$ cat src/rtl/phase_gen_pkg.sv
// Shared definitions for the phase generator: FSM encoding and default strobe windows.
// Latency: n/a (package only).
// Backpressure: n/a (package only).
package phase_gen_pkg;

  typedef enum logic {
    IDLE = 1'b0,
    RUN  = 1'b1
  } state_t;

  // Reset windows: ch0 is the legacy ALU strobe, ch1 the legacy fetch strobe.
  localparam int DEF_CH0_START = 1;
  localparam int DEF_CH0_END   = 1;
  localparam int DEF_CH1_START = 3;
  localparam int DEF_CH1_END   = 6;

endpackage

$ cat src/rtl/phase_gen_if.sv
// Control, configuration and strobe bundle between the phase generator and its user.
// Latency: n/a (wires only).
// Backpressure: none; stall is the only hold mechanism and it is a plain level.
interface phase_gen_if #(
  parameter int NPHASE = 8,
  parameter int NCH    = 2,
  parameter int PW     = $clog2(NPHASE),
  parameter int CW     = (NCH > 1) ? $clog2(NCH) : 1
) ();

  logic              en;
  logic              step_mode;
  logic              step_req;
  logic              stall;
  logic              cfg_we;
  logic [CW-1:0]     cfg_ch;
  logic [PW-1:0]     cfg_start;
  logic [PW-1:0]     cfg_end;
  logic              cfg_on;
  logic [PW-1:0]     phase_idx;
  logic [NPHASE-1:0] phase_oh;
  logic [NCH-1:0]    ch_out;
  logic              cycle_start;
  logic              cycle_end;
  logic              busy;

  // Controller side: drives run control and configuration, observes strobes.
  modport master (
    output en, step_mode, step_req, stall,
    output cfg_we, cfg_ch, cfg_start, cfg_end, cfg_on,
    input  phase_idx, phase_oh, ch_out, cycle_start, cycle_end, busy
  );

  // Generator side.
  modport slave (
    input  en, step_mode, step_req, stall,
    input  cfg_we, cfg_ch, cfg_start, cfg_end, cfg_on,
    output phase_idx, phase_oh, ch_out, cycle_start, cycle_end, busy
  );

endinterface

$ cat src/rtl/phase_window_cmp.sv
// Wrap-aware phase window match: hit when phase p lies in [first..last] (wrapping if first > last).
// Latency: combinational.
// Backpressure: none.
module phase_window_cmp #(
  parameter int PW = 3
) (
  input  logic [PW-1:0] p,
  input  logic [PW-1:0] first,
  input  logic [PW-1:0] last,
  input  logic          on,
  output logic          hit
);

  // first > last means the window runs across the phase 0 boundary.
  always_comb begin
    hit = 1'b0;
    if (first <= last) begin
      hit = on && (p >= first) && (p <= last);
    end else begin
      hit = on && ((p >= first) || (p <= last));
    end
  end

endmodule

$ cat src/rtl/phase_gen.sv
// Multi-channel phase generator: NPHASE-phase counter with NCH programmable strobe windows.
// Latency: start condition to phase 0 is one edge; all outputs registered, strobes aligned to phase_idx.
// Backpressure: stall freezes phase, strobes and flags; step_req while busy is dropped.
module phase_gen
  import phase_gen_pkg::*;
#(
  parameter int NPHASE = 8,
  parameter int NCH    = 2,
  parameter int PW     = $clog2(NPHASE),
  parameter int CW     = (NCH > 1) ? $clog2(NCH) : 1
) (
  input logic         clk,
  input logic         reset,
  phase_gen_if.slave  bus
);

  localparam logic [PW-1:0]     LAST   = PW'(NPHASE - 1);
  localparam logic [NPHASE-1:0] OH_ONE = NPHASE'(1);

  state_t             state_q, state_n;
  logic [PW-1:0]      phase_q, phase_n;
  logic               load_n;
  logic               run_n;

  logic [PW-1:0]      pend_start_q [NCH];
  logic [PW-1:0]      pend_end_q   [NCH];
  logic [NCH-1:0]     pend_on_q;
  logic [PW-1:0]      pend_start_n [NCH];
  logic [PW-1:0]      pend_end_n   [NCH];
  logic [NCH-1:0]     pend_on_n;

  logic [PW-1:0]      act_start_q  [NCH];
  logic [PW-1:0]      act_end_q    [NCH];
  logic [NCH-1:0]     act_on_q;
  logic [PW-1:0]      act_start_n  [NCH];
  logic [PW-1:0]      act_end_n    [NCH];
  logic [NCH-1:0]     act_on_n;

  logic [NCH-1:0]     hit_n;
  logic [NCH-1:0]     ch_q;
  logic [NPHASE-1:0]  oh_q;
  logic               cs_q;
  logic               ce_q;

  // Next state and phase; load_n marks every phase-0 entry, where the active windows refresh.
  always_comb begin
    state_n = state_q;
    phase_n = phase_q;
    load_n  = 1'b0;
    case (state_q)
      IDLE: begin
        phase_n = '0;
        if ((!bus.step_mode && bus.en) || (bus.step_mode && bus.step_req)) begin
          state_n = RUN;
          load_n  = 1'b1;
        end
      end
      RUN: begin
        if (!bus.stall) begin
          if (phase_q == LAST) begin
            phase_n = '0;
            if (!bus.step_mode && bus.en) begin
              load_n = 1'b1;
            end else begin
              state_n = IDLE;
            end
          end else begin
            phase_n = phase_q + PW'(1);
          end
        end
      end
      default: begin
        state_n = IDLE;
        phase_n = '0;
      end
    endcase
  end

  assign run_n = (state_n == RUN);

  // Pending windows take writes at once; active windows copy them (write included) at phase-0 entry.
  always_comb begin
    for (int i = 0; i < NCH; i++) begin
      pend_start_n[i] = pend_start_q[i];
      pend_end_n[i]   = pend_end_q[i];
      pend_on_n[i]    = pend_on_q[i];
      if (bus.cfg_we && (bus.cfg_ch == CW'(i))) begin
        pend_start_n[i] = bus.cfg_start;
        pend_end_n[i]   = bus.cfg_end;
        pend_on_n[i]    = bus.cfg_on;
      end
      act_start_n[i] = load_n ? pend_start_n[i] : act_start_q[i];
      act_end_n[i]   = load_n ? pend_end_n[i]   : act_end_q[i];
      act_on_n[i]    = load_n ? pend_on_n[i]    : act_on_q[i];
    end
  end

  genvar g;
  generate
    for (g = 0; g < NCH; g++) begin : g_cmp
      phase_window_cmp #(.PW(PW)) u_cmp (
        .p     (phase_n),
        .first (act_start_n[g]),
        .last  (act_end_n[g]),
        .on    (act_on_n[g]),
        .hit   (hit_n[g])
      );
    end
  endgenerate

  // Window registers; reset restores the legacy ALU/fetch timing on ch0/ch1.
  always_ff @(posedge clk) begin
    if (reset) begin
      for (int i = 0; i < NCH; i++) begin
        pend_start_q[i] <= (i == 0) ? PW'(DEF_CH0_START) : (i == 1) ? PW'(DEF_CH1_START) : '0;
        pend_end_q[i]   <= (i == 0) ? PW'(DEF_CH0_END)   : (i == 1) ? PW'(DEF_CH1_END)   : '0;
        pend_on_q[i]    <= (i < 2);
        act_start_q[i]  <= (i == 0) ? PW'(DEF_CH0_START) : (i == 1) ? PW'(DEF_CH1_START) : '0;
        act_end_q[i]    <= (i == 0) ? PW'(DEF_CH0_END)   : (i == 1) ? PW'(DEF_CH1_END)   : '0;
        act_on_q[i]     <= (i < 2);
      end
    end else begin
      for (int i = 0; i < NCH; i++) begin
        pend_start_q[i] <= pend_start_n[i];
        pend_end_q[i]   <= pend_end_n[i];
        pend_on_q[i]    <= pend_on_n[i];
        act_start_q[i]  <= act_start_n[i];
        act_end_q[i]    <= act_end_n[i];
        act_on_q[i]     <= act_on_n[i];
      end
    end
  end

  // State, phase and outputs, all computed from next state so strobes line up with phase_idx.
  always_ff @(posedge clk) begin
    if (reset) begin
      state_q <= IDLE;
      phase_q <= '0;
      ch_q    <= '0;
      oh_q    <= '0;
      cs_q    <= 1'b0;
      ce_q    <= 1'b0;
    end else begin
      state_q <= state_n;
      phase_q <= phase_n;
      ch_q    <= run_n ? hit_n : '0;
      oh_q    <= run_n ? (OH_ONE << phase_n) : '0;
      cs_q    <= run_n && (phase_n == '0);
      ce_q    <= run_n && (phase_n == LAST);
    end
  end

  assign bus.phase_idx   = phase_q;
  assign bus.phase_oh    = oh_q;
  assign bus.ch_out      = ch_q;
  assign bus.cycle_start = cs_q;
  assign bus.cycle_end   = ce_q;
  assign bus.busy        = (state_q == RUN);

endmodule
$ cat src/flat_wrapper.sv
// flat-port wrapper written by rule: the top's interface ports become plain ports
module phase_gen_flat import phase_gen_pkg::*;
#(
  parameter int NPHASE = 8,
  parameter int NCH    = 2,
  parameter int PW     = $clog2(NPHASE),
  parameter int CW     = (NCH > 1) ? $clog2(NCH) : 1
)
  (clk, reset, bus_en, bus_step_mode, bus_step_req, bus_stall, bus_cfg_we, bus_cfg_ch, bus_cfg_start, bus_cfg_end, bus_cfg_on, bus_phase_idx, bus_phase_oh, bus_ch_out, bus_cycle_start, bus_cycle_end, bus_busy);
  phase_gen_if #(.NPHASE(NPHASE), .NCH(NCH), .PW(PW), .CW(CW)) bus_i ();
  input logic clk;
  input logic reset;
  input wire logic [$bits(bus_i.en)-1:0] bus_en;
  input wire logic [$bits(bus_i.step_mode)-1:0] bus_step_mode;
  input wire logic [$bits(bus_i.step_req)-1:0] bus_step_req;
  input wire logic [$bits(bus_i.stall)-1:0] bus_stall;
  input wire logic [$bits(bus_i.cfg_we)-1:0] bus_cfg_we;
  input wire logic [$bits(bus_i.cfg_ch)-1:0] bus_cfg_ch;
  input wire logic [$bits(bus_i.cfg_start)-1:0] bus_cfg_start;
  input wire logic [$bits(bus_i.cfg_end)-1:0] bus_cfg_end;
  input wire logic [$bits(bus_i.cfg_on)-1:0] bus_cfg_on;
  output wire logic [$bits(bus_i.phase_idx)-1:0] bus_phase_idx;
  output wire logic [$bits(bus_i.phase_oh)-1:0] bus_phase_oh;
  output wire logic [$bits(bus_i.ch_out)-1:0] bus_ch_out;
  output wire logic [$bits(bus_i.cycle_start)-1:0] bus_cycle_start;
  output wire logic [$bits(bus_i.cycle_end)-1:0] bus_cycle_end;
  output wire logic [$bits(bus_i.busy)-1:0] bus_busy;
  assign bus_i.en = bus_en;
  assign bus_i.step_mode = bus_step_mode;
  assign bus_i.step_req = bus_step_req;
  assign bus_i.stall = bus_stall;
  assign bus_i.cfg_we = bus_cfg_we;
  assign bus_i.cfg_ch = bus_cfg_ch;
  assign bus_i.cfg_start = bus_cfg_start;
  assign bus_i.cfg_end = bus_cfg_end;
  assign bus_i.cfg_on = bus_cfg_on;
  assign bus_phase_idx = bus_i.phase_idx;
  assign bus_phase_oh = bus_i.phase_oh;
  assign bus_ch_out = bus_i.ch_out;
  assign bus_cycle_start = bus_i.cycle_start;
  assign bus_cycle_end = bus_i.cycle_end;
  assign bus_busy = bus_i.busy;
  phase_gen #(.NPHASE(NPHASE), .NCH(NCH), .PW(PW), .CW(CW)) u_core (.clk(clk), .reset(reset), .bus(bus_i));
endmodule
$ cat config.mk
export PLATFORM = sky130hd
export DESIGN_NAME = phase_gen_flat
export DESIGN_NICKNAME = d
export VERILOG_FILES = /design/src/rtl/phase_gen_pkg.sv /design/src/rtl/phase_gen_if.sv /design/src/rtl/phase_window_cmp.sv /design/src/rtl/phase_gen.sv /design/src/flat_wrapper.sv
export SDC_FILE = /design/constraint.sdc
export NUM_CORES = 1
export LEC_CHECK = 0
export CORE_ASPECT_RATIO = 1.75
export CORE_MARGIN = 2
export CORE_UTILIZATION = 35
export DETAILED_ROUTE_END_ITERATION = 6
export PLACE_DENSITY = 0.52
export SYNTH_ARGS = -nofsm -noshare
export SYNTH_HDL_FRONTEND = slang
export SYNTH_HIERARCHICAL = 1
export SYNTH_SLANG_ARGS = --single-unit
$ cat constraint.sdc
create_clock -name clk -period 5 [get_ports clk]
set_input_delay 0.75 -clock clk [delete_from_list [all_inputs] [get_ports clk]]
set_output_delay 0.75 -clock clk [all_outputs]
set_load 0.05 [all_outputs]
; ---- Word level (Yosys, flattened, before mapping)
; Memories as Yosys holds them, arrays and structs flattened.
; Cells that the tools add are included.
[totals]
regBits = 20
ramBits = 24
out_inout_bits = 16
memories = 4
[memory_table]
columns = name, depth, width, rd, rd_ports_with_merged_regs, wr, line
row1 = u_core.act_end_q, 2, 3, 2, 0, 2, phase_gen.sv:33  ; logic [PW-1:0] act_end_q [NCH];
row2 = u_core.act_start_q, 2, 3, 2, 0, 2, phase_gen.sv:32  ; logic [PW-1:0] act_start_q [NCH];
row3 = u_core.pend_end_q, 2, 3, 2, 0, 2, phase_gen.sv:26  ; logic [PW-1:0] pend_end_q [NCH];
row4 = u_core.pend_start_q, 2, 3, 2, 0, 2, phase_gen.sv:25  ; logic [PW-1:0] pend_start_q [NCH];
[op_classes]
addsub = 1
n_lt_le_gt_ge = 6
n_eq_ne = 2
n_shift = 1
muxes = 36
bitwise = 11
reduce_logical = 18
[op_table]
columns = op, n
row1 = two-way mux 3 bit, 18
row2 = two-way mux 1 bit, 15
row3 = less-or-equal comparator 3 bit, 4
row4 = logical AND 1 bit, 12
row5 = bitwise OR 1 bit, 8
row6 = << shifter 1 x 3 -> 8 bit (first input constant), 1
row7 = == test 3 bit (second input constant), 2
row8 = >= comparator 3 bit, 2
row9 = one-hot mux 3 bit (2 select lines), 1
row10 = one-hot mux 1 bit (2 select lines), 2
row11 = adder 3 x 1 -> 3 bit (second input constant), 1
row12 = zero test 3 bit, 1
row13 = logical OR 1 bit, 3
row14 = inverter 1 bit, 3
row15 = OR reduction 2 bit, 1
row16 = zero test 1 bit, 1

; ---- Logic depth before layout (Yosys ltp)
; Gate-level depths: netlist (run 1).
[depth]
depth_word = 11
mapped_depth = 14
mapped_depth_nobuf = 13

; ---- Modules after synthesis
; Netlist (run 1), hierarchy kept.
[by_module_without_submodules]
columns = mod, instances, cells_each, area_each_um2
row1 = phase_gen, 1, 184, 1729.2
row2 = phase_window_cmp, 2, 31, 230.2

; ---- Worst setup path after synthesis (run 1)
; OpenSTA, ideal clock, no wires.
[synth_timing]
kind = reg2reg
from = register u_core.phase_q[1], in the netlist u_core/bus.phase_idx[1]
to = register u_core.ch_q[1], in the netlist u_core/bus.ch_out[1]
setup_ps = 116
arrival_ps = 2706
required_time_ps = 4884
path_slack_ps = 2178
path_stages_with_launch = 14
synth_period_minus_slack_ps = 2822
path_cell_list = dfxtp_1 > ha_1 > ha_1 > nand2b_4 > o22ai_2 > buf_2 > nor2_1 > nor2_1 > inv_1 > ha_1 > a211o_1 > a21oi_2 > o21ai_1 > and3_2
[synth_lines]
columns = element, line
row1 = from (decl), phase_gen.sv:21  ; logic [PW-1:0] phase_q, phase_n;
row2 = from (signal assigned), phase_gen.sv:145  ; phase_q <= phase_n;
row3 = to (signal assigned), phase_gen.sv:146  ; ch_q <= run_n ? hit_n : '0;
row4 = to (decl), phase_gen.sv:40  ; logic [NCH-1:0] ch_q;

==> flow_metrics.py, run 1 <==
metrics = {
    "pwr": {
        "p_total_uw": 781.6,
        "ir_drop_v": 0.0002088,
        "leakagePower_uw": 0.001116,
        "p_per_area_nw_per_um2": 296.3,
    },
    "cts": {
        "clk_pin_slew_worst_paths_ns": 0.08,
        "htreeDepth": 2,
        "clk_latency_ns": 0.29,
        "cts_hold_buf": 0,
        "cts_buffers": 5,
        "clockRootBuffer": "clkbuf_8",
        "cts_tree": "done",
        "cts.repair.resized": 0,
        "postCtsSetupBuffers": 0,
        "cts_buffer_depth": 2,
        "cts.sinks": 44,
    },
    "yosys": {
        "ys_seq_area_share_pct": 40.23,
        "syn_nets": 281,
        "yosysWarningCount": 6,
        "synth_edf_count": 0,
        "syn_inst": 246,
        "syn_area_per_cell_um2": 8.901,
        "ys_ff_latch": 44,
        "synth_cell_types": 38,
        "synth.cell_area_um2": 2190,
        "synth_ff_type": "dfxtp_1",
        "async_flop_share_pct": 0,
    },
    "worst_hold_path": {
        "holdPathStages": 2,
        "worstHoldStart": "u_core/pend_start_q[0][0]$_SDFF_PP1_",
        "worst_hold_path_type": "reg2reg",
        "worstHoldEndpoint": "u_core/pend_start_q[0][0]$_SDFF_PP1_",
    },
    "sta": {
        "fin_crit_ns": 3.267,
        "fin_tns_setup_ns": 0,
        "finalCritPeriodShare_pct": 65.33,
        "final_hold_viol_count": 0,
        "fin_skew_ns": 0.003471,
        "finalSetupViolCount": 0,
        "fin_ws_ns": 1.733,
        "slew_headroom_pct": 41.88,
        "slew_viol_final": 0,
        "worstMarginPinSlew_ns": 0.8700,
        "fmax_mhz": 306.1,
        "rsz0062_at_grt": "no",
    },
    "detailed_routing": {
        "dr.pass1.iters": 4,
        "wl_per_cell_um": 12.88,
        "initialDrtViolationCount": 28,
        "wirelength_um": 4572,
        "vias": 1716,
        "drcViolationCount": 0,
        "drtAntennaViolNets": 0,
        "viasPerCell": 4.834,
    },
    "placed_design": {
        "dpl_worst_slack_ns": 1.424,
        "place_hpwl_um": 3561,
        "gp_congestion": 0.7822,
        "port_buffers": 30,
    },
    "worst_setup_path": {
        "cp-end-kind": "flop",
        "arrival_ns": 3.46,
        "cp_top_family": "simple AND/OR/NAND/NOR gates",
        "worst-path-buf-inv": 2,
        "crit_slowest_cell": "nor2b_1",
        "crit_path_max_incr_delay_ns": 0.70,
        "regToRegSetupSlack_ns": 2.04,
        "r2r_cells": 14,
        "start_kind": "input pin",
        "critical_path.cell_chain": "clkdlybuf4s50_1 -> nor2b_1 -> mux2i_1 -> a21oi_1 -> inv_1 -> ha_1 -> a21oi_1 -> o21ai_1 -> a21oi_2 -> o21ai_1 -> and3_2",
        "worst-setup-path-type": "in2reg",
        "crit_fanout": 7,
        "required_ns": 5.19,
        "r2r_start": "u_core/bus.phase_idx[0]$_SDFF_PP0_",
        "r2r_end": "u_core/bus.ch_out[1]$_SDFF_PP0_",
    },
    "run_status": {
        "outcome": "complete, no violations",
    },
    "global_route": {
        "grt_pass1_vias": 1649,
        "grt_pass1_wl_um": 7693,
        "grt_usage_pct": 14.53,
        "gr-total-overflow": 0,
        "antenna_found_initial": 0,
        "grt_max_degree": 35,
    },
    "final_layout": {
        "area_growth_pct": 20.46,
        "drive_gt1_share_pct": 8.727,
        "diodes": 0,
        "nets": 309,
        "layout_commonest_cell": "dfxtp_1",
        "utilization_pct": 43.00,
        "final_cell_mix": "dfxtp_1 (44), nor2_1 (41), clkdlybuf4s50_1 (30), ha_1 (20), inv_1 (18)",
    },
    "die": {
        "die-area_um2": 6930,
        "fp-row-count": 38,
        "initial_core_util_pct": 35.70,
        "fp.dieW_um": 63.79,
        "pin_count": 31,
        "die_h_um": 108.6,
        "core_um2": 6133,
    },
    "flow_run": {
        "drv_cap": 0,
    },
}
## cell type report
cell class / instances / area, um^2
Tap cell: 80 / 100.1
Inverter: 18 / 67.56
Clock inverter: 1 / 7.507
Sequential cell: 44 / 880.8
Multi-Input combinational cell: 174 / 1187
Clock buffer: 7 / 86.33
Timing Repair Buffer: 31 / 307.8
Fill cell: 627 / 3496
## Yosys cell counts (3+ instances only)
master / n / area share [%]
a211oi_1: 6 / 2.1
a21oi_1: 10 / 2.3
and2_1: 11 / 3.1
buf_2: 4 / 0.91
clkbuf_1: 4 / 0.69
dfxtp_1: 44 / 40
ha_1: 20 / 11
inv_1: 18 / 3.1
mux2i_1: 15 / 6.9
nand2_1: 13 / 2.2
nor2_1: 41 / 7.0
nor2b_1: 7 / 2.0
nor2b_2: 3 / 1.2
o21ai_0: 3 / 0.69
o21ai_1: 15 / 3.4
## how the worst max path moves through the flow
stage | start | to | slack, ns | cells past startpoint
floorplan | u_core/bus.phase_idx[1]$_SDFF_PP0_ | u_core/bus.ch_out[1]$_SDFF_PP0_ | 2.18 | 13
CTS | bus_cfg_we | u_core/bus.ch_out[0]$_SDFF_PP0_ | 1.74 | 11
global route | bus_cfg_we | u_core/bus.ch_out[0]$_SDFF_PP0_ | 1.53 | 11
detailed placement | bus_cfg_we | u_core/bus.ch_out[0]$_SDFF_PP0_ | 1.42 | 11
finish | bus_cfg_we | u_core/bus.ch_out[0]$_SDFF_PP0_ | 1.73 | 11
global placement | bus_stall | u_core/bus.ch_out[1]$_SDFF_PP0_ | 1.45 | 13
## stage by stage
stage,cells,cell area [um^2],hold WS [ns]
final,355,2638,0.4701
after global routing,355,2638,0.4996
after CTS,355,2638,0.4747
after detailed placement,347,2544,0.4555
after global placement,347,2544,0.4508
after floorplan,246,2190,0.4310
## worst reg2reg max path: cells and delay by family, from the launching register on
family,cells,cell delay [ns]
flip-flops,1,0.51
buffers and inverters,2,0.40
AND/OR/NAND/NOR,3,0.36
AO/OA/AOI/OAI,6,0.76
adder cells (fa/ha/maj),3,0.83
## routing by layer
metal  vias up  wire length (um)  GRT usage (%)
met4         0               128          8.230
met5         -                 0              0
met2        48              2426          27.31
li1        888                 -              -
met3        11               192          2.993
met1       769              1824          14.49
## flip-flops by register name (all words and copies together) (netlist names)
signal / flops
u_core/act_end_q: 6
u_core/act_on_q: 2
u_core/act_start_q: 6
u_core/bus.busy: 1
u_core/bus.ch_out: 2
u_core/bus.cycle_end: 1
u_core/bus.cycle_start: 1
u_core/bus.phase_idx: 3
u_core/bus.phase_oh: 8
u_core/pend_end_q: 6
u_core/pend_on_q: 2
u_core/pend_start_q: 6
## report_power, final
part           leakage (uW)  switching, uW  internal [uW]
Sequential         0.000360           7.11            368
Combinational      0.000711            102           74.2
Clock             0.0000445            118            112
## cells by family (layout without fill, tap and decap cells)
logic type	after synthesis	after routing	synth area share, %
mux	16	16	7.885
compound gates	47	47	13.77
buf+inv	28	57	5.543
simple gates	91	91	21.14
fa+ha+maj	20	20	11.43
flops	44	44	40.23
(Power assumes the default switching activity.)
==> run 2, diff against run 1 <==
Clock period 5 ns to 3.15 ns, I/O delays scaled along.
==> flow_metrics.py, run 2 (same netlist as run 1, synthesis figures left out) <==
metrics = {
    "run_status": {
        "outcome": "complete, no violations",
    },
    "pwr": {
        "switching_share_pct": 27.56,
        "p_comb_share_pct": 21.6,
        "p_per_area_nw_per_um2": 491.1,
        "pwr-share-clk_pct": 33.9,
        "leakagePower_uw": 0.001167,
        "p_int_uw": 968.5,
        "pwr-share-seq_pct": 44.5,
        "power.switching_uw": 368.4,
        "ir_drop_v": 0.0002927,
    },
    "worst_setup_path": {
        "r2r_cells": 14,
        "worst-setup-path-type": "in2reg",
        "required_ns": 3.34,
        "crit_slowest_cell": "clkdlybuf4s50_1",
        "arrival_ns": 2.84,
        "worst-path-buf-inv": 3,
        "cp_top_family": "compound AO/OA/AOI/OAI gates",
        "critical_path.cell_chain": "clkdlybuf4s50_1 -> nand2b_1 -> o22ai_2 -> buf_12 -> nor2_1 -> a21oi_1 -> inv_1 -> ha_1 -> a21oi_1 -> o21ai_1 -> a21oi_2 -> o21ai_1 -> and3_2",
        "crit_fanout": 34,
        "cp-end-kind": "flop",
        "start_kind": "input pin",
        "r2r_end": "u_core/bus.ch_out[0]$_SDFF_PP0_",
        "regToRegSetupSlack_ns": 0.51,
        "crit_path_max_incr_delay_ns": 0.46,
        "r2r_start": "u_core/bus.phase_idx[1]$_SDFF_PP0_",
    },
    "flow_run": {
        "drv_cap": 0,
    },
    "global_route": {
        "grt_pass1_wl_um": 8224,
        "grt_max_degree": 35,
        "grt_usage_pct": 15.44,
        "antenna_found_initial": 0,
        "grt_pass1_vias": 1750,
        "gr-total-overflow": 0,
    },
    "die": {
        "die_h_um": 108.6,
        "pin_count": 31,
        "fp.dieW_um": 63.79,
        "die-area_um2": 6930,
        "fp-row-count": 38,
        "initial_core_util_pct": 35.70,
        "core_um2": 6133,
    },
    "sta": {
        "fin_tns_setup_ns": 0,
        "slew_viol_final": 0,
        "worstMarginPinSlew_ns": 0.5016,
        "fin_crit_ns": 2.655,
        "fmax_mhz": 376.6,
        "final_hold_viol_count": 0,
        "rsz0062_at_grt": "no",
        "finalCritPeriodShare_pct": 84.29,
        "finalSetupViolCount": 0,
        "slew_headroom_pct": 66.46,
        "fin_skew_ns": 0.005644,
    },
    "detailed_routing": {
        "initialDrtViolationCount": 50,
        "drtAntennaViolNets": 0,
        "wirelength_um": 4749,
        "drcViolationCount": 0,
        "dr.pass1.iters": 4,
        "viasPerCell": 4.803,
        "wl_per_cell_um": 13.16,
        "vias": 1734,
    },
    "placed_design": {
        "place_hpwl_um": 3724,
        "port_buffers": 30,
        "gp_congestion": 0.7988,
        "post_dp_cell_area_um2": 2601,
    },
    "cts": {
        "htreeDepth": 2,
        "postCtsSetupBuffers": 0,
        "clockRootBuffer": "clkbuf_8",
        "clk_pin_slew_worst_paths_ns": 0.09,
        "cts_tree": "done",
        "cts.repair.resized": 0,
        "cts_buffer_depth": 2,
        "cts_hold_buf": 0,
        "clk_latency_ns": 0.29,
        "cts_buffers": 5,
        "cts.sinks": 44,
    },
    "final_layout": {
        "final_cell_mix": "dfxtp_1 (44), nor2_1 (41), clkdlybuf4s50_1 (30), ha_1 (20), inv_1 (18)",
        "diodes": 0,
        "drive_gt1_share_pct": 11.03,
        "design_area_um2": 2723,
        "largest_register_ff_count": 8,
        "nets": 315,
        "layout_commonest_cell": "dfxtp_1",
        "area_growth_pct": 24.34,
    },
    "worst_hold_path": {
        "worstHoldEndpoint": "u_core/pend_start_q[0][4]$_SDFF_PP1_",
        "holdPathStages": 2,
        "worstHoldStart": "u_core/pend_start_q[0][4]$_SDFF_PP1_",
        "worst_hold_path_type": "reg2reg",
    },
}
## run 2: cell count changes in the layout (fill, tap and decap cells not counted)
cell,before,now
buf_12,0,1
clkinvlp_4,1,0
buf_4,1,6
clkbuf_1,1,0
bufinv_16,0,1
clkinv_4,0,1
## run 2: final cells by class
| type | count | area, um^2 |
|---|---|---|
| fillers | 598 | 3411 |
| flip-flops and latches | 44 | 880.8 |
| inverters | 18 | 67.56 |
| clock inverters | 2 | 38.79 |
| repair buffers | 37 | 365.4 |
| multi-input cells | 174 | 1187 |
| clock buffers | 6 | 82.58 |
| well taps | 80 | 100.1 |
## run 2: metal layers
metal,GRT usage [%],wire length (um),vias up
met2,29.61,2626,42
met5,0,0,-
met4,6.522,63,0
li1,-,-,902
met3,2.786,162,6
met1,16.04,1896,784
## run 2: worst min-delay path, stage by stage, from the launching register on
cell and delay, ns:
dfxtp_1 0.32, mux2i_1 0.07, nand2_1 0.06
## run 2: power by group through the flow
| stage | sequential [uW] | combinational [uW] | clock (uW) |
|---|---|---|---|
| 2_1_floorplan | 634 | 179 | 0 |
| 3_3_place_gp | 609 | 288 | 0 |
| 3_5_place_dp | 609 | 290 | 0 |
| 4_1_cts | 596 | 291 | 467 |
| 5_1_grt | 599 | 325 | 497 |
| 6_report | 595 | 289 | 453 |
## run 2: through the flow
stage / hold WS, ns / power, uW / setup WS [ns] / instances / util, %
finish: 0.4766 / 1337 / 0.4949 / 361 / 44.39
global route: 0.5118 / 1421 / 0.2748 / 361 / 44.39
CTS: 0.4827 / 1354 / 0.5109 / 361 / 44.39
detailed placement: 0.4598 / 898.8 / 0.2153 / 353 / 42.41
global placement: 0.4525 / 896.4 / 0.2159 / 353 / 42.41
floorplan: 0.4310 / 813.0 / 0.3277 / 246 / -
## run 2: worst max path at each step
stage | start | end | slack (ns) | depth (start not counted)
2_1_floorplan | u_core/bus.phase_idx[1]$_SDFF_PP0_ | u_core/bus.ch_out[1]$_SDFF_PP0_ | 0.33 | 13
3_3_place_gp | bus_step_mode | u_core/bus.ch_out[0]$_SDFF_PP0_ | 0.22 | 13
3_5_place_dp | bus_step_mode | u_core/bus.ch_out[0]$_SDFF_PP0_ | 0.22 | 13
4_1_cts | u_core/bus.phase_idx[1]$_SDFF_PP0_ | u_core/bus.ch_out[0]$_SDFF_PP0_ | 0.51 | 14
5_1_grt | u_core/bus.phase_idx[1]$_SDFF_PP0_ | u_core/bus.ch_out[0]$_SDFF_PP0_ | 0.27 | 14
6_report | bus_step_mode | u_core/bus.ch_out[0]$_SDFF_PP0_ | 0.49 | 13
